<file path="src/rtl/axi_rd_arbiter_pkg.sv">
// cpu_defs: shared types and constants for the AXI read-channel arbiter.
package cpu_defs;

    typedef logic [31:0]  uint32_t;
    typedef logic [127:0] uint128_t;

    typedef enum logic [1:0] {IDLE, AR, R} arb_state_t;
    typedef enum logic {OWN_ICACHE, OWN_DATA} arb_owner_t;

    localparam logic [1:0] AXI_BURST_INCR    = 2'b01;
    localparam int         ICACHE_LINE_BEATS = 4;

endpackage

</file>
<file path="src/rtl/axi_rd_arbiter_if.sv">
// axi_rd_arbiter_if: AXI3 read address / read data channel bundle.
interface axi_rd_arbiter_if;
    import cpu_defs::*;

    logic [3:0] arid;
    uint32_t    araddr;
    logic [7:0] arlen;
    logic [2:0] arsize;
    logic [1:0] arburst;
    logic [1:0] arlock;
    logic [3:0] arcache;
    logic [2:0] arprot;
    logic       arvalid;
    logic       arready;
    logic [3:0] rid;
    uint32_t    rdata;
    logic [1:0] rresp;
    logic       rlast;
    logic       rvalid;
    logic       rready;

    modport master (
        output arid, araddr, arlen, arsize, arburst, arlock, arcache, arprot, arvalid, rready,
        input  arready, rid, rdata, rresp, rlast, rvalid
    );

    modport slave (
        input  arid, araddr, arlen, arsize, arburst, arlock, arcache, arprot, arvalid, rready,
        output arready, rid, rdata, rresp, rlast, rvalid
    );

endinterface

</file>
<file path="src/rtl/axi_rd_arbiter_line_buf.sv">
// axi_rd_line_buf: beat counter and 128-bit line assembly; line_nxt includes the beat being written.
module axi_rd_line_buf
    import cpu_defs::*;
(
    input  logic     clk,
    input  logic     reset,
    input  logic     clr,
    input  logic     wr,
    input  uint32_t  wdata,
    output uint128_t line_nxt
);

    logic [1:0] cnt;
    uint128_t   line;

    // Merge the incoming beat into its slot so the final line is visible on the last beat.
    always_comb begin
        line_nxt = line;
        if (wr) line_nxt[{cnt, 5'b0} +: 32] = wdata;
    end

    // Clear at the start of each data phase, then append one slot per accepted beat.
    always_ff @(posedge clk) begin
        if (reset || clr) begin
            cnt  <= '0;
            line <= '0;
        end else if (wr) begin
            cnt  <= cnt + 2'd1;
            line <= line_nxt;
        end
    end

endmodule

</file>
<file path="src/rtl/axi_rd_arbiter.sv">
// axi_rd_arbiter: icache/data read scheduler onto one AXI3 AR/R pair; AXI_RD_ARB_PERF_EN adds perf counters.
module axi_rd_arbiter
    import cpu_defs::*;
#(
    parameter bit         DATA_FIRST = 1'b1,
    parameter logic [3:0] ICACHE_ID  = 4'd0,
    parameter logic [3:0] DATA_ID    = 4'd1
) (
    input  logic       clk,
    input  logic       reset,
    input  logic       icache_req,
    input  logic       icache_uncache,
    input  uint32_t    icache_addr,
    output logic       icache_addr_ready,
    output logic       icache_data_ready,
    output uint128_t   icache_rdata,
    input  logic       data_req,
    input  logic [1:0] data_size,
    input  uint32_t    data_addr,
    output logic       data_addr_ok,
    output logic       data_data_ok,
    output uint32_t    data_rdata,
`ifdef AXI_RD_ARB_PERF_EN
    output uint32_t    perf_icache_cnt,
    output uint32_t    perf_data_cnt,
    output uint32_t    perf_stall_cnt,
`endif
    axi_rd_arbiter_if.master axi
);

    arb_state_t state_q, state_d;
    arb_owner_t owner_q;
    logic       done_q;
    logic       grant_data, grant_icache, hit, fin, ar_fire;
    uint128_t   line_nxt;

    assign grant_data   = state_q == IDLE && data_req && (DATA_FIRST || !icache_req);
    assign grant_icache = state_q == IDLE && icache_req && !grant_data;
    assign ar_fire      = state_q == AR && axi.arready;
    assign hit          = state_q == R && axi.rvalid && axi.rid == axi.arid;
    assign fin          = hit && axi.rlast;

    assign axi.arburst = AXI_BURST_INCR;
    assign axi.arlock  = '0;
    assign axi.arcache = '0;
    assign axi.arprot  = '0;

    // Next state plus handshake/pulse outputs; acceptance is combinational in IDLE.
    always_comb begin
        state_d = state_q == IDLE ? ((grant_data || grant_icache) ? AR : IDLE)
                : state_q == AR   ? (axi.arready ? R : AR)
                :                   (fin ? IDLE : R);
        axi.arvalid       = state_q == AR;
        axi.rready        = state_q == R;
        icache_addr_ready = grant_icache;
        data_addr_ok      = grant_data;
        icache_data_ready = done_q && owner_q == OWN_ICACHE;
        data_data_ok      = done_q && owner_q == OWN_DATA;
    end

    // State register.
    always_ff @(posedge clk) begin
        if (reset) state_q <= IDLE;
        else       state_q <= state_d;
    end

    // Latch the winner's request; AR fields stay frozen until the next grant.
    always_ff @(posedge clk) begin
        if (reset) begin
            owner_q    <= OWN_ICACHE;
            axi.arid   <= '0;
            axi.araddr <= '0;
            axi.arlen  <= '0;
            axi.arsize <= '0;
        end else if (grant_data || grant_icache) begin
            owner_q    <= grant_data ? OWN_DATA : OWN_ICACHE;
            axi.arid   <= grant_data ? DATA_ID : ICACHE_ID;
            axi.araddr <= grant_data ? data_addr : icache_uncache ? icache_addr : {icache_addr[31:4], 4'b0};
            axi.arlen  <= (grant_data || icache_uncache) ? 8'd0 : 8'(ICACHE_LINE_BEATS - 1);
            axi.arsize <= grant_data ? {1'b0, data_size} : 3'd2;
        end
    end

    // Capture the finished line/word into the owner's hold register and arm the return pulse.
    always_ff @(posedge clk) begin
        if (reset) begin
            done_q       <= 1'b0;
            icache_rdata <= '0;
            data_rdata   <= '0;
        end else begin
            done_q <= fin;
            if (fin && owner_q == OWN_DATA)   data_rdata   <= line_nxt[31:0];
            if (fin && owner_q == OWN_ICACHE) icache_rdata <= line_nxt;
        end
    end

    axi_rd_line_buf u_line_buf (
        .clk      (clk),
        .reset    (reset),
        .clr      (ar_fire),
        .wr       (hit),
        .wdata    (axi.rdata),
        .line_nxt (line_nxt)
    );

`ifdef AXI_RD_ARB_PERF_EN
    // Saturating completion and stall counters.
    always_ff @(posedge clk) begin
        if (reset) begin
            perf_icache_cnt <= '0;
            perf_data_cnt   <= '0;
            perf_stall_cnt  <= '0;
        end else begin
            perf_icache_cnt <= perf_icache_cnt + 32'(icache_data_ready && perf_icache_cnt != '1);
            perf_data_cnt   <= perf_data_cnt + 32'(data_data_ok && perf_data_cnt != '1);
            perf_stall_cnt  <= perf_stall_cnt + 32'(((icache_req && !icache_addr_ready) ||
                                                     (data_req && !data_addr_ok)) && perf_stall_cnt != '1);
        end
    end
`endif

endmodule

</file>
<file path="src/flat_wrapper.sv">
// flat-port wrapper written by rule: the top's interface ports become plain ports
module axi_rd_arbiter_flat import cpu_defs::*;
#(
    parameter bit         DATA_FIRST = 1'b1,
    parameter logic [3:0] ICACHE_ID  = 4'd0,
    parameter logic [3:0] DATA_ID    = 4'd1
)
  (clk, reset, icache_req, icache_uncache, icache_addr, icache_addr_ready, icache_data_ready, icache_rdata, data_req, data_size, data_addr, data_addr_ok, data_data_ok, data_rdata, axi_arid, axi_araddr, axi_arlen, axi_arsize, axi_arburst, axi_arlock, axi_arcache, axi_arprot, axi_arvalid, axi_rready, axi_arready, axi_rid, axi_rdata, axi_rresp, axi_rlast, axi_rvalid);
  axi_rd_arbiter_if axi_i ();
  input  logic clk;
  input  logic reset;
  input  logic icache_req;
  input  logic icache_uncache;
  input  uint32_t icache_addr;
  output logic icache_addr_ready;
  output logic icache_data_ready;
  output uint128_t icache_rdata;
  input  logic data_req;
  input  logic [1:0] data_size;
  input  uint32_t data_addr;
  output logic data_addr_ok;
  output logic data_data_ok;
  output uint32_t data_rdata;
  output wire logic [$bits(axi_i.arid)-1:0] axi_arid;
  output wire logic [$bits(axi_i.araddr)-1:0] axi_araddr;
  output wire logic [$bits(axi_i.arlen)-1:0] axi_arlen;
  output wire logic [$bits(axi_i.arsize)-1:0] axi_arsize;
  output wire logic [$bits(axi_i.arburst)-1:0] axi_arburst;
  output wire logic [$bits(axi_i.arlock)-1:0] axi_arlock;
  output wire logic [$bits(axi_i.arcache)-1:0] axi_arcache;
  output wire logic [$bits(axi_i.arprot)-1:0] axi_arprot;
  output wire logic [$bits(axi_i.arvalid)-1:0] axi_arvalid;
  output wire logic [$bits(axi_i.rready)-1:0] axi_rready;
  input wire logic [$bits(axi_i.arready)-1:0] axi_arready;
  input wire logic [$bits(axi_i.rid)-1:0] axi_rid;
  input wire logic [$bits(axi_i.rdata)-1:0] axi_rdata;
  input wire logic [$bits(axi_i.rresp)-1:0] axi_rresp;
  input wire logic [$bits(axi_i.rlast)-1:0] axi_rlast;
  input wire logic [$bits(axi_i.rvalid)-1:0] axi_rvalid;
  assign axi_arid = axi_i.arid;
  assign axi_araddr = axi_i.araddr;
  assign axi_arlen = axi_i.arlen;
  assign axi_arsize = axi_i.arsize;
  assign axi_arburst = axi_i.arburst;
  assign axi_arlock = axi_i.arlock;
  assign axi_arcache = axi_i.arcache;
  assign axi_arprot = axi_i.arprot;
  assign axi_arvalid = axi_i.arvalid;
  assign axi_rready = axi_i.rready;
  assign axi_i.arready = axi_arready;
  assign axi_i.rid = axi_rid;
  assign axi_i.rdata = axi_rdata;
  assign axi_i.rresp = axi_rresp;
  assign axi_i.rlast = axi_rlast;
  assign axi_i.rvalid = axi_rvalid;
  axi_rd_arbiter #(.DATA_FIRST(DATA_FIRST), .ICACHE_ID(ICACHE_ID), .DATA_ID(DATA_ID)) u_core (.clk(clk), .reset(reset), .icache_req(icache_req), .icache_uncache(icache_uncache), .icache_addr(icache_addr), .icache_addr_ready(icache_addr_ready), .icache_data_ready(icache_data_ready), .icache_rdata(icache_rdata), .data_req(data_req), .data_size(data_size), .data_addr(data_addr), .data_addr_ok(data_addr_ok), .data_data_ok(data_data_ok), .data_rdata(data_rdata), .axi(axi_i));
endmodule
</file>
<file path="config.mk">
export PLATFORM = sky130hd
export DESIGN_NAME = axi_rd_arbiter_flat
export DESIGN_NICKNAME = d
export VERILOG_FILES = /design/src/rtl/axi_rd_arbiter_pkg.sv /design/src/rtl/axi_rd_arbiter_if.sv /design/src/rtl/axi_rd_arbiter_line_buf.sv /design/src/rtl/axi_rd_arbiter.sv /design/src/flat_wrapper.sv
export SDC_FILE = /design/constraint.sdc
export NUM_CORES = 1
export LEC_CHECK = 0
export CELL_PAD_IN_SITES_DETAIL_PLACEMENT = 1
export CELL_PAD_IN_SITES_GLOBAL_PLACEMENT = 1
export CORE_UTILIZATION = 30
export DETAILED_ROUTE_END_ITERATION = 10
export GPL_ROUTABILITY_DRIVEN = 1
export PLACE_DENSITY_LB_ADDON = 0.3
export SYNTH_ARGS = -nofsm -noshare
export SYNTH_HDL_FRONTEND = slang
export SYNTH_SLANG_ARGS = --single-unit
export TNS_END_PERCENT = 5
</file>
<file path="constraint.sdc">
create_clock -name clk -period 3.99 [get_ports clk]
set_input_delay 0.798 -clock clk [delete_from_list [all_inputs] [get_ports clk]]
set_output_delay 0.798 -clock clk [all_outputs]
set_load 0.03 [all_outputs]
</file>
Word level (Yosys, flattened, before mapping)
Cells that the tools add are included.
Widths: inputs -> output; s select.
{"block": "word_totals", "input_bits": 112, "regBits": 341}
{"block": "op_classes", "n_bitwise": 1, "n_reduce_logical": 16, "n_shift": 2, "add_sub_neg": 2, "eq_ne": 3, "muxes": 13}
{"cell": "$bwmux 128", "n": 1}
{"cell": "$mux 128", "n": 1}
{"cell": "$shift 32x9->128 const A", "n": 1}
{"cell": "$shiftx 32x9->128", "n": 1}
{"cell": "$mux 32", "n": 1}
{"cell": "$mux 2", "n": 6}
{"cell": "$logic_and 1x1->1", "n": 11}
{"cell": "$neg 7->9", "n": 1}
{"cell": "$eq 4x4->1", "n": 1}
{"cell": "$mux 4", "n": 1}
{"cell": "$logic_or 1x1->1", "n": 3}
{"cell": "$mux 1", "n": 3}
{"cell": "$add 2x1->2 const B", "n": 1}
{"cell": "$eq 2x1->1 const B", "n": 1}
{"cell": "$eq 2x2->1 const B", "n": 1}
{"cell": "$logic_not 2->1", "n": 1}
{"cell": "$logic_not 1->1", "n": 1}
{"cell": "$not 1->1", "n": 1}

Longest topological paths before layout
Gate-level depths: netlist of the first run.
{"block": "logic_depth", "word_depth": 7, "ltp_mapped": 8, "depth_no_buf": 6}

By module
A second synthesis of the first run with hierarchy kept.
{"block": "hier_totals", "cells_unflattened": 1471, "hier_area_um2": 14868.0}
{"mod": "axi_rd_arbiter", "instances": 1, "cells_per_inst": 917, "area_per_inst_um2": 9142.5}
{"mod": "axi_rd_line_buf", "instances": 1, "cells_per_inst": 554, "area_per_inst_um2": 5725.5}

Worst setup path before layout of the first run
No wires, ideal clock.
{"block": "synth_timing", "kind": "input-to-output", "startpoint": "in icache_req", "endpoint": "out icache_addr_ready", "slack_ps": 1491, "stages": 2, "t_arrival_ps": 1701, "required_ps": 3192, "path_cell_list": "or3b_2 -> nor2_1"}
{"block": "synth_via", "elab_chain_cells": 2}
{"item": "from (decl)", "line_no": "flat_wrapper.sv:12", "rtl": "input logic icache_req;"}
{"item": "$logic_and 1x1->1 (2 in a row)", "line_no": "axi_rd_arbiter.sv:38", "rtl": "assign grant_icache = state_q == IDLE && icache_req && !grant_data;"}
{"item": "to (decl)", "line_no": "flat_wrapper.sv:15", "rtl": "output logic icache_addr_ready;"}
No other way between the ends.

Final worst setup path of the first run
Same ends and word-level chain as after synthesis.

==> results of run 1 <==
-- Yosys cell counts, types with 2 or more instances --
cell,count
nor2b_1,3
a211oi_1,160
clkbuf_1,80
a22o_1,28
buf_1,7
or4bb_1,2
conb_1,2
ha_1,5
buf_2,31
nor4_2,2
or3b_2,2
nor3_1,4
nand2b_1,4
buf_4,23
a21oi_1,3
nand2_1,62
nand4_1,4
a22oi_1,66
nand3_1,7
clkinv_1,2
nor2_1,302
dfxtp_1,329
nor4_1,2
nor3_2,2
a311oi_1,31
inv_1,2
a32oi_1,64
xnor2_1,2
-- where the power goes --
group          internal (mW)  switching [mW]  total [mW]  leakage (nW)
sequential              3.34          0.0345        3.37          2.66
clock                   2.13            1.42        3.56         0.626
combinational          0.249           0.411       0.660          2.26
-- final timing paths --
kind | startpoint | endpoint | slack, ps
worst max-delay path | icache_req | icache_addr_ready | 460
worst max register to register | u_core.u_line_buf.cnt[0]$_SDFFE_PP0P_ | u_core.icache_rdata[64]$_SDFFE_PP0P_ | 1240
worst min-delay path | u_core.u_line_buf.line[100]$_SDFFE_PP0P_ | u_core.u_line_buf.line[100]$_SDFFE_PP0P_ | 480
worst min register to register | u_core.u_line_buf.line[100]$_SDFFE_PP0P_ | u_core.u_line_buf.line[100]$_SDFFE_PP0P_ | 480
-- metal layers --
layer | vias up | part of all wire (%) | wire length (µm) | GRT usage, %
met3 | 48 | 5.5 | 2280 | 4.38
met2 | 284 | 45 | 18600 | 32.0
met5 | - | 0 | 0 | 0
li1 | 5002 | - | - | -
met4 | 0 | 1.9 | 800 | 6.24
met1 | 5209 | 48 | 19700 | 27.3
-- cells in the final DEF (no fill, tap or decap), types with 2 or more instances in the layout --
master,Yosys,layout
a211oi_1,160,160
a21oi_1,3,3
a22o_1,28,28
a22oi_1,66,66
a311oi_1,31,31
a32oi_1,64,64
buf_12,0,6
buf_4,23,19
bufinv_16,0,3
clkbuf_1,80,9
clkbuf_16,0,39
clkbuf_8,0,7
clkdlybuf4s50_1,0,311
clkinv_1,2,2
clkinv_2,0,5
clkinv_4,0,2
clkinv_8,0,2
conb_1,2,21
dfxtp_1,329,329
ha_1,5,5
inv_1,2,2
nand2_1,62,62
nand2b_1,4,4
nand3_1,7,7
nand4_1,4,4
nor2_1,302,301
nor2b_1,3,2
nor3_1,4,4
nor3_4,0,2
nor4_2,2,2
nor4_4,0,2
or3b_2,2,2
or4bb_1,2,2
xnor2_1,2,2
-- flip-flops by register name, indices dropped and copies added, names as in the netlist --
signal / flops
u_core.u_line_buf.cnt: 2
u_core.done_q: 1
u_core.axi.araddr: 32
u_core.axi.arid: 1
u_core.axi.arsize: 2
u_core.axi.arlen: 1
u_core.state_q: 2
u_core.data_rdata: 32
u_core.u_line_buf.line: 128
u_core.icache_rdata: 128
-- cell families (layout without fill, tap and decap cells) --
kind of cell               after synthesis  in the layout  share of synthesized area [%]
muxes                                    1              1                         0.0845
AOI/OAI and AO/OA                      357            357                           23.9
adders and majority gates                5              5                          0.528
xor gates and xnor gates                 3              3                          0.222
and+or+nand+nor                        403            403                           14.0
DFF                                    329            329                           55.6
buffers and inverters                  145            409                           5.65
other                                    2             21                         0.0634
-- critical path: stages --
cell	delay (ps)
clkdlybuf4s50_1	520
or3b_2	490
nor2_1	210
clkdlybuf4s50_1	710
-- per-stage QoR --
step / area [µm²] / hold WS (ps) / setup WS [ps] / power (mW) / utilization, %
2_1_floorplan: 11900 / 448 / 1490 / 3.78 / -
3_3_place_gp: 15400 / 461 / 442 / 4.10 / 39.5
3_5_place_dp: 15400 / 467 / 442 / 4.11 / 39.5
4_1_cts: 16600 / 483 / 437 / 7.70 / 42.8
5_1_grt: 16600 / 494 / 417 / 7.86 / 42.8
6_report: 16600 / 481 / 463 / 7.59 / 42.8
-- final cells by class --
cell class	count	area [µm²]	area share, %
Sequential cell	329	6590	39.6
Multi-Input combinational cell	790	4720	28.4
Timing Repair Buffer	337	3390	20.4
Clock buffer	55	1110	6.65
Tap cell	518	648	3.90
Clock inverter	13	173	1.04
Inverter	4	15.0	0.0903
==> results by group, run 1 <==
Pwr
  – Power per cell area: 456 mW/mm²
  – Pleak: 5.54 nW
  – IR drop worst, VDD: 0.253 mV

Synthesis
  – Cell count after synthesis: 1245
  – Area share of the largest cell type after synthesis: 55.6%
  – Synth async-reset ratio: 0%
  – Post-synth top area cell: dfxtp_1
  – Cell area after synthesis: 0.0118 mm²
  – Synth cell types: 42
  – Average size of a mapped cell: 9.51 µm²
  – Largest cells by area after synthesis: dfxtp_1, a211oi_1, nor2_1, a32oi_1, a22oi_1
  – Synth Warn #: 0
  – Register area share after synthesis: 55.6%
  – Primary FF master, synth: dfxtp_1
  – Number of synthesized flops with an enable pin: 0
  – #FFs+latches synth: 329

Floorplanning
  – Die area: 0.0403 mm²
  – # rows: 72
  – Die span in x: 201 µm
  – Top Ports: 336
  – Core ar.: 0.0388 mm²
  – Initial Util: 30.5%
  – Die height: 201 µm

STA
  – Slew Viols, Final: 0
  – Unrepaired setup endpoints after global routing: no
  – Tmin final: 3530 ps
  – Period utilization: 88.4%
  – Relative slew slack: 31.7%
  – Worst slew pin tran: 1030 ps
  – Max Freq: 284 MHz
  – Layout Skew: 25.9 ps
  – Setup TNS: 0 ps
  – # setup viols final: 0
  – Hold Violations, Final: 0

Clock network
  – Post-CTS setup buffers: 0
  – Clock root buffer: clkbuf_16
  – Post-CTS Hold Buffers: 0
  – Clock buffer depth: 3
  – CTS buffer count: 38
  – Worst-path clk slew: 60 ps
  – Htree depth: 2
  – Post-cts sizing count: 0
  – CTS sink cnt: 329
  – TritonCTS clock tree: built
  – Clk_lat worst skew: 560 ps

Finish
  – Finished Layout Cells: 2046
  – Fill cells: 4324
  – Ant diodes: 0
  – Final #Nets: 1617
  – Share of cells above drive strength 1: 6.54%
  – Synth-to-Final Area Change: 40.4%

Min path
  – Hold path depth: 1
  – Hold Crit Class: reg2reg

Detailed routing
  – Via-to-Cell Ratio: 5.15
  – Wire per inst: 20.2 µm
  – Iter 0 DRT Violations: 467
  – Antenna-violating nets left: 0
  – Pre-antenna DRT Iters: 6
  – DR DRC count: 0
  – Via count: 10543
  – Routed WL: 41.4 mm

Placement
  – Placed insts: 1978
  – Port bufs: 312
  – RePlAce Congestion: 0.791
  – Detailed Place HPWL: 27.5 mm

Worst setup path
  – Arrival @ worst endpoint: 2730 ps
  – Critical Path Source Type: input port
  – R2r worst-path depth: 7
  – Crit end category: primary output
  – Crit-path max FO: 3
  – Critical path type: in2out
  – Worst Path Required: 3190 ps

Global routing
  – Grt ovf: 0
  – Total track usage: 20.2%
  – Vias in the first global route: 10698
  – Initial antenna violation count: 0
  – Wire length of the first global-routing pass: 64.0 mm
  – Largest net degree at the start of global routing: 200

Outcome
  – Status: completed

Run
  – Max Cap Violations: 0
Power figures use the tool's default switching activity.
==> run 2: changes to the inputs <==
--- a/config.mk
+++ b/config.mk
@@ -9,7 +9,6 @@
 export CELL_PAD_IN_SITES_GLOBAL_PLACEMENT = 1
 export CORE_UTILIZATION = 30
 export DETAILED_ROUTE_END_ITERATION = 10
-export GPL_ROUTABILITY_DRIVEN = 1
 export PLACE_DENSITY_LB_ADDON = 0.3
 export SYNTH_ARGS = -nofsm -noshare
 export SYNTH_HDL_FRONTEND = slang
==> results of run 2 <==
Same layout as run 1: the final DEF is identical, and so are final timing and power.
